### config.mk
export PLATFORM = sky130hd
export DESIGN_NAME = maze_engine_param
export DESIGN_NICKNAME = d
export VERILOG_FILES = /design/src/rtl/maze_engine_param.sv
export SDC_FILE = /design/constraint.sdc
export NUM_CORES = 1
export LEC_CHECK = 0
export BUFFER_PORTS_ARGS = -buffer_cell sky130_fd_sc_hd__buf_2
export CORE_UTILIZATION = 25
export DETAILED_ROUTE_END_ITERATION = 10
export PLACE_DENSITY_LB_ADDON = 0.15
export REMOVE_ABC_BUFFERS = 1
export SLEW_MARGIN = 20
export SYNTH_ARGS = -nofsm -noshare
export SYNTH_HDL_FRONTEND = slang
export SYNTH_SLANG_ARGS = --single-unit
### constraint.sdc
create_clock -name CLK -period 24.8 [get_ports CLK]
set_clock_uncertainty 0.2 [all_clocks]
set_input_delay 6.2 -clock CLK [delete_from_list [all_inputs] [get_ports CLK]]
set_output_delay 6.2 -clock CLK [all_outputs]
set_load 0.02 [all_outputs]
### src/rtl/maze_engine_param.sv
// Maze game core: player position, rate-limited wall-checked moves, win/fail detection
// and a per-pixel renderer for the OLED mux (one CLK of render latency).
module maze_engine_param #(
  parameter int          GRID_W     = 18,
  parameter int          GRID_H     = 11,
  parameter int          CELL_PX    = 5,
  parameter int          ORIGIN_X   = 3,
  parameter int          ORIGIN_Y   = 4,
  parameter int          MOVE_LIMIT = 255,
  parameter logic [15:0] WALL_RGB   = 16'hFFFF,
  parameter logic [15:0] PATH_RGB   = 16'h0000,
  parameter logic [15:0] PLAYER_RGB = 16'hF800,
  parameter logic [15:0] GOAL_RGB   = 16'h07E0,
  localparam int NCELL = GRID_W * GRID_H,
  localparam int IDXW  = (NCELL > 1) ? $clog2(NCELL) : 1,
  localparam int RW    = (GRID_H > 1) ? $clog2(GRID_H) : 1,
  localparam int CW    = (GRID_W > 1) ? $clog2(GRID_W) : 1
) (
  input  logic             CLK,
  input  logic             RESET,
  input  logic             tick,
  input  logic             btn_up,
  input  logic             btn_down,
  input  logic             btn_left,
  input  logic             btn_right,
  input  logic             btn_centre,
  input  logic             pausesw,
  input  logic [NCELL-1:0] maze_walls,
  input  logic [IDXW-1:0]  start_cell,
  input  logic [IDXW-1:0]  goal_cell,
  input  logic [2:0]       curr_colour,
  input  logic [6:0]       x,
  input  logic [5:0]       y,
  output logic [15:0]      oled_data,
  output logic [IDXW-1:0]  player_cell,
  output logic [15:0]      move_count,
  output logic [2:0]       state,
  output logic [2:0]       wire_to_cut
);

  typedef enum logic [2:0] {
    S_IDLE   = 3'd0,
    S_PLAY   = 3'd1,
    S_PAUSED = 3'd2,
    S_WON    = 3'd3,
    S_FAILED = 3'd4
  } state_t;

  state_t          state_q, state_d;
  logic [IDXW-1:0] player_q, player_d;
  logic [15:0]     count_q, count_d;
  logic [2:0]      wire_q, wire_d;
  logic            blink_q;
  logic [15:0]     oled_q, pix_d;

  logic [RW-1:0]   p_row, t_row;
  logic [CW-1:0]   p_col, t_col;
  logic            dir_valid, at_edge, move_ok;
  logic [IDXW-1:0] tgt_idx;
  logic [15:0]     count_inc;

  // Move decode: only the highest-priority pressed direction is considered.
  always_comb begin
    p_row     = RW'(32'(player_q) / 32'(GRID_W));
    p_col     = CW'(32'(player_q) % 32'(GRID_W));
    t_row     = p_row;
    t_col     = p_col;
    dir_valid = 1'b1;
    at_edge   = 1'b0;
    if (btn_up) begin
      at_edge = (p_row == '0);
      t_row   = p_row - RW'(1);
    end else if (btn_down) begin
      at_edge = (p_row == RW'(GRID_H - 1));
      t_row   = p_row + RW'(1);
    end else if (btn_left) begin
      at_edge = (p_col == '0);
      t_col   = p_col - CW'(1);
    end else if (btn_right) begin
      at_edge = (p_col == CW'(GRID_W - 1));
      t_col   = p_col + CW'(1);
    end else begin
      dir_valid = 1'b0;
    end
    tgt_idx   = IDXW'(32'(t_row) * 32'(GRID_W) + 32'(t_col));
    move_ok   = dir_valid && !at_edge && !maze_walls[tgt_idx];
    count_inc = (count_q == 16'hFFFF) ? count_q : count_q + 16'd1;
  end

  always_ff @(posedge CLK or posedge RESET) begin
    if (RESET) begin
      state_q  <= S_IDLE;
      player_q <= '0;
      count_q  <= '0;
      wire_q   <= '0;
      blink_q  <= 1'b0;
      oled_q   <= PATH_RGB;
    end else begin
      state_q  <= state_d;
      player_q <= player_d;
      count_q  <= count_d;
      wire_q   <= wire_d;
      oled_q   <= pix_d;
      if (tick) begin
        blink_q <= ~blink_q;
      end
    end
  end

  always_comb begin
    state_d  = state_q;
    player_d = player_q;
    count_d  = count_q;
    wire_d   = wire_q;
    case (state_q)
      S_IDLE: begin
        player_d = start_cell;
        if (tick && btn_centre) begin
          state_d = S_PLAY;
          count_d = '0;
        end
      end
      S_PLAY: begin
        // Pause wins over a move requested in the same cycle.
        if (pausesw) begin
          state_d = S_PAUSED;
        end else if (tick && move_ok) begin
          player_d = tgt_idx;
          count_d  = count_inc;
          if (tgt_idx == goal_cell) begin
            state_d = S_WON;
            wire_d  = curr_colour;
          end else if (count_inc >= 16'(MOVE_LIMIT)) begin
            state_d = S_FAILED;
          end
        end
      end
      S_PAUSED: begin
        if (!pausesw) begin
          state_d = S_PLAY;
        end
      end
      S_WON, S_FAILED: begin
        if (tick && btn_centre) begin
          state_d = S_IDLE;
          wire_d  = '0;
        end
      end
      default: state_d = S_IDLE;
    endcase
  end

  logic [31:0]     rx, ry;
  logic            in_grid;
  logic [RW-1:0]   r_row;
  logic [CW-1:0]   r_col;
  logic [IDXW-1:0] r_idx;

  always_comb begin
    rx      = 32'(x) - 32'(ORIGIN_X);
    ry      = 32'(y) - 32'(ORIGIN_Y);
    in_grid = (32'(x) >= 32'(ORIGIN_X)) && (32'(y) >= 32'(ORIGIN_Y)) &&
              (rx / 32'(CELL_PX) < 32'(GRID_W)) && (ry / 32'(CELL_PX) < 32'(GRID_H));
    r_col   = CW'(rx / 32'(CELL_PX));
    r_row   = RW'(ry / 32'(CELL_PX));
    r_idx   = IDXW'(32'(r_row) * 32'(GRID_W) + 32'(r_col));
    pix_d   = PATH_RGB;
    if (in_grid) begin
      if (r_idx == player_q) begin
        pix_d = (state_q == S_FAILED && !blink_q) ? PATH_RGB : PLAYER_RGB;
      end else if (r_idx == goal_cell) begin
        pix_d = GOAL_RGB;
      end else if (maze_walls[r_idx]) begin
        pix_d = WALL_RGB;
      end
    end
  end

  assign oled_data   = oled_q;
  assign player_cell = player_q;
  assign move_count  = count_q;
  assign state       = state_q;
  assign wire_to_cut = wire_q;

endmodule

==> metrics <==
clock latency at the later pin of the worst-skew pair 0.29 ns; Setup CP Type input pin to flip-flop; setup repair after global routing missed its margin false; relative slew slack between 30% and 40%; max_cap viols 0; DP HPWL around 31000 um; cell with the largest stage delay on the worst path xor2_1; Chip Width about 200 um; remaining antenna violation count 0; CTS Buf Count 5; flop2flop setup slack roughly 15 ns; Worst-path clk slew around 0.06 ns; Slew @ Worst Pin 1.034 ns; Synth Instances ~1.1k; hold endpoint blink_q; share of layout cells above drive strength 1 34.67%; Top FF cell, synth dfrtp_1; clk root buf clkbuf_16; total wire length 39020 um; initial antenna violation count 9; gp weighted congestion between 0.8 and 0.9; WP data arrival 15.12 ns; RR Endpoint wire_to_cut[0]; Initial DRC Count a little over 600; DRC viols 0; syn_area_per_cell roughly 8.7 um2; Hold Path Cell Cnt 1; top cell type by total area after synthesis mux4_2; worst path required time between 20 and 25 ns; GRT overflow 0; post-synthesis instance area ~0.0097 mm2; DR vias/cell 5.524; H-Tree Depth 2; final max-slew violation count 0; first drt pass iteration count 8; slowest stage delay, CP 0.82 ns; FFs w/ async S/R, synth between 90% and 100%; Post-synth EDFFs 0; row cnt between 70 and 80; post-layout minimum cycle time 15.11 ns; Final period util 60.94%; Core Footprint ~0.038 mm2; R2R Path Start player_cell[5]; post-synth top area share about a fifth; I/O Buffers ~280; worst-path maximum fanout 19; Worst R2R Path Depth 29; f_max about 66 MHz; top post-synthesis cells by area mux4_2, dfrtp_1, mux2i_1; Cell variety after synth about 120; total track usage 18.90%; HP Class flip-flop to flip-flop; Synth Area in Adders 5.481%; Synthesis Warnings 0; hold_sp blink_q; status completed; Setup TNS 0 ns; io pins about 290; Seq cells post-synth 34; Fin. Hold Viols 0; mux share of post-synthesis cell area 28.34%; Synth Area in Simple Gates 19.08%; Starting Density between 20% and 30%; largest net degree at the start of global routing a little under 60; largest family of logic cells by synthesized area multiplexers; Worst Setup Start Kind input pin; final core utilization between 30% and 40%; Syn-to-layout area delta 19.62%; first-pass GRT wire length between 50000 and 60000 um; clock sink total 34; Final setup viols 0; number of global-route vias before repair between 9k and 10k; Post-CTS Setup Inserts 0; Die Y 199.5 um; die area slightly below 0.04 mm2; Synth Area in XOR/XNOR 5.931%; final net count about 1.6k; largest buffer count on any clock path 2; CTS Hold Buffers Added 0; Avg WL per Cell approximately 21 um; CP endpoint kind flip-flop; CTS tree yes; Synth Area in Compound Gates between 20 and 30%; register area share after synthesis under 10%; post-cts sizing count 0; vias post-DR between 10k and 15k
[worst max path at each step]
stage                     depth (start not counted)      from        endpoint  slack (ns)
after floorplan                                  15  btn_down  wire_to_cut[0]       10.07
after global placement                           35      x[3]   oled_data[14]        9.62
after detailed placement                         35      x[3]   oled_data[14]        9.50
after CTS                                        35      x[3]   oled_data[14]        9.75
after global routing                             35      x[3]   oled_data[14]        8.96
final                                            35      x[3]   oled_data[14]        9.69
[stage by stage]
step,setup WS [ns],cell area (um2),instances,hold WS (ns)
floorplan,10.07,9263,1038,0.2426
global route,8.963,11650,1859,0.3123
global placement,9.619,11470,1847,0.2618
CTS,9.749,11630,1855,0.2788
detailed placement,9.495,11470,1847,0.2669
finish,9.688,11660,1863,0.2775
[cell families after synthesis]
family / count (synthesis)
other cells: 1
fa+ha+maj: 42
buf+inv: 131
xor+xnor: 66
flops: 34
compound gates: 328
mux: 151
simple gates: 370
[sequential cells by signal, indices dropped and copies added (netlist names)]
name	cells
blink_q	1
state	3
player_cell	8
move_count	16
wire_to_cut	3
oled_data	3
[critical path: cells and delay by family]
family / cells / cell delay (ns)
AO/OA/AOI/OAI: 12 / 3.20
XOR/XNOR: 1 / 0.82
adder cells (fa/ha/maj): 4 / 1.39
buffers and inverters: 4 / 0.51
AND/OR/NAND/NOR: 14 / 2.97
[layer usage]
metal	track usage, %	share of wire [%]
met1	26.19	45
met2	31.17	48
met3	2.329	5.2
met4	4.241	1.7
met5	0	0.041
[cells in the mapped netlist (6+ instances only)]
| library cell | count |
|---|---|
| a211oi_1 | 7 |
| a21o_1 | 8 |
| a21oi_1 | 54 |
| a22oi_1 | 8 |
| a31oi_1 | 20 |
| a41oi_1 | 6 |
| and2_1 | 11 |
| and3_1 | 11 |
| buf_2 | 11 |
| buf_4 | 16 |
| buf_6 | 6 |
| clkbuf_1 | 47 |
| dfrtp_1 | 34 |
| ha_1 | 37 |
| inv_1 | 39 |
| mux2i_1 | 48 |
| mux4_1 | 8 |
| mux4_2 | 89 |
| nand2_1 | 118 |
| nand2b_1 | 10 |
| nand3_1 | 26 |
| nand4_1 | 19 |
| nor2_1 | 81 |
| nor2b_1 | 10 |
| nor3_1 | 27 |
| nor4_1 | 12 |
| o211a_1 | 6 |
| o211ai_1 | 11 |
| o21a_1 | 9 |
| o21ai_0 | 62 |
| o21ai_1 | 9 |
| o22ai_1 | 7 |
| o31a_1 | 7 |
| o31ai_1 | 10 |
| o41ai_1 | 6 |
| or3_1 | 7 |
| xnor2_1 | 39 |
| xor2_1 | 27 |
[cells in the final DEF, fill, tap and decap left out, types with 14 or more instances in the layout]
cell	count
a21oi_1	54
a31oi_1	20
buf_2	284
buf_4	14
dfrtp_1	34
ha_1	35
inv_1	39
mux2i_1	48
mux4_2	89
nand2_1	118
nand3_1	26
nand4_1	19
nor2_1	81
nor3_1	27
o21ai_0	62
xnor2_1	36
xor2_1	26
[layout make-up]
class                           instances  area [um2]
Fill cell                            4135       26360
Multi-Input combinational cell        960        8292
Timing Repair Buffer                  298        1526
Sequential cell                        34       850.8
Tap cell                              511       639.4
Inverter                               44       165.2
Clock buffer                            5       125.1
Clock inverter                          3       40.04
Antenna cell                            8       20.02
Power is left out: the tool's default activity adds up to more than one toggle a clock period on the data nets, which glitch-free logic cannot reach.
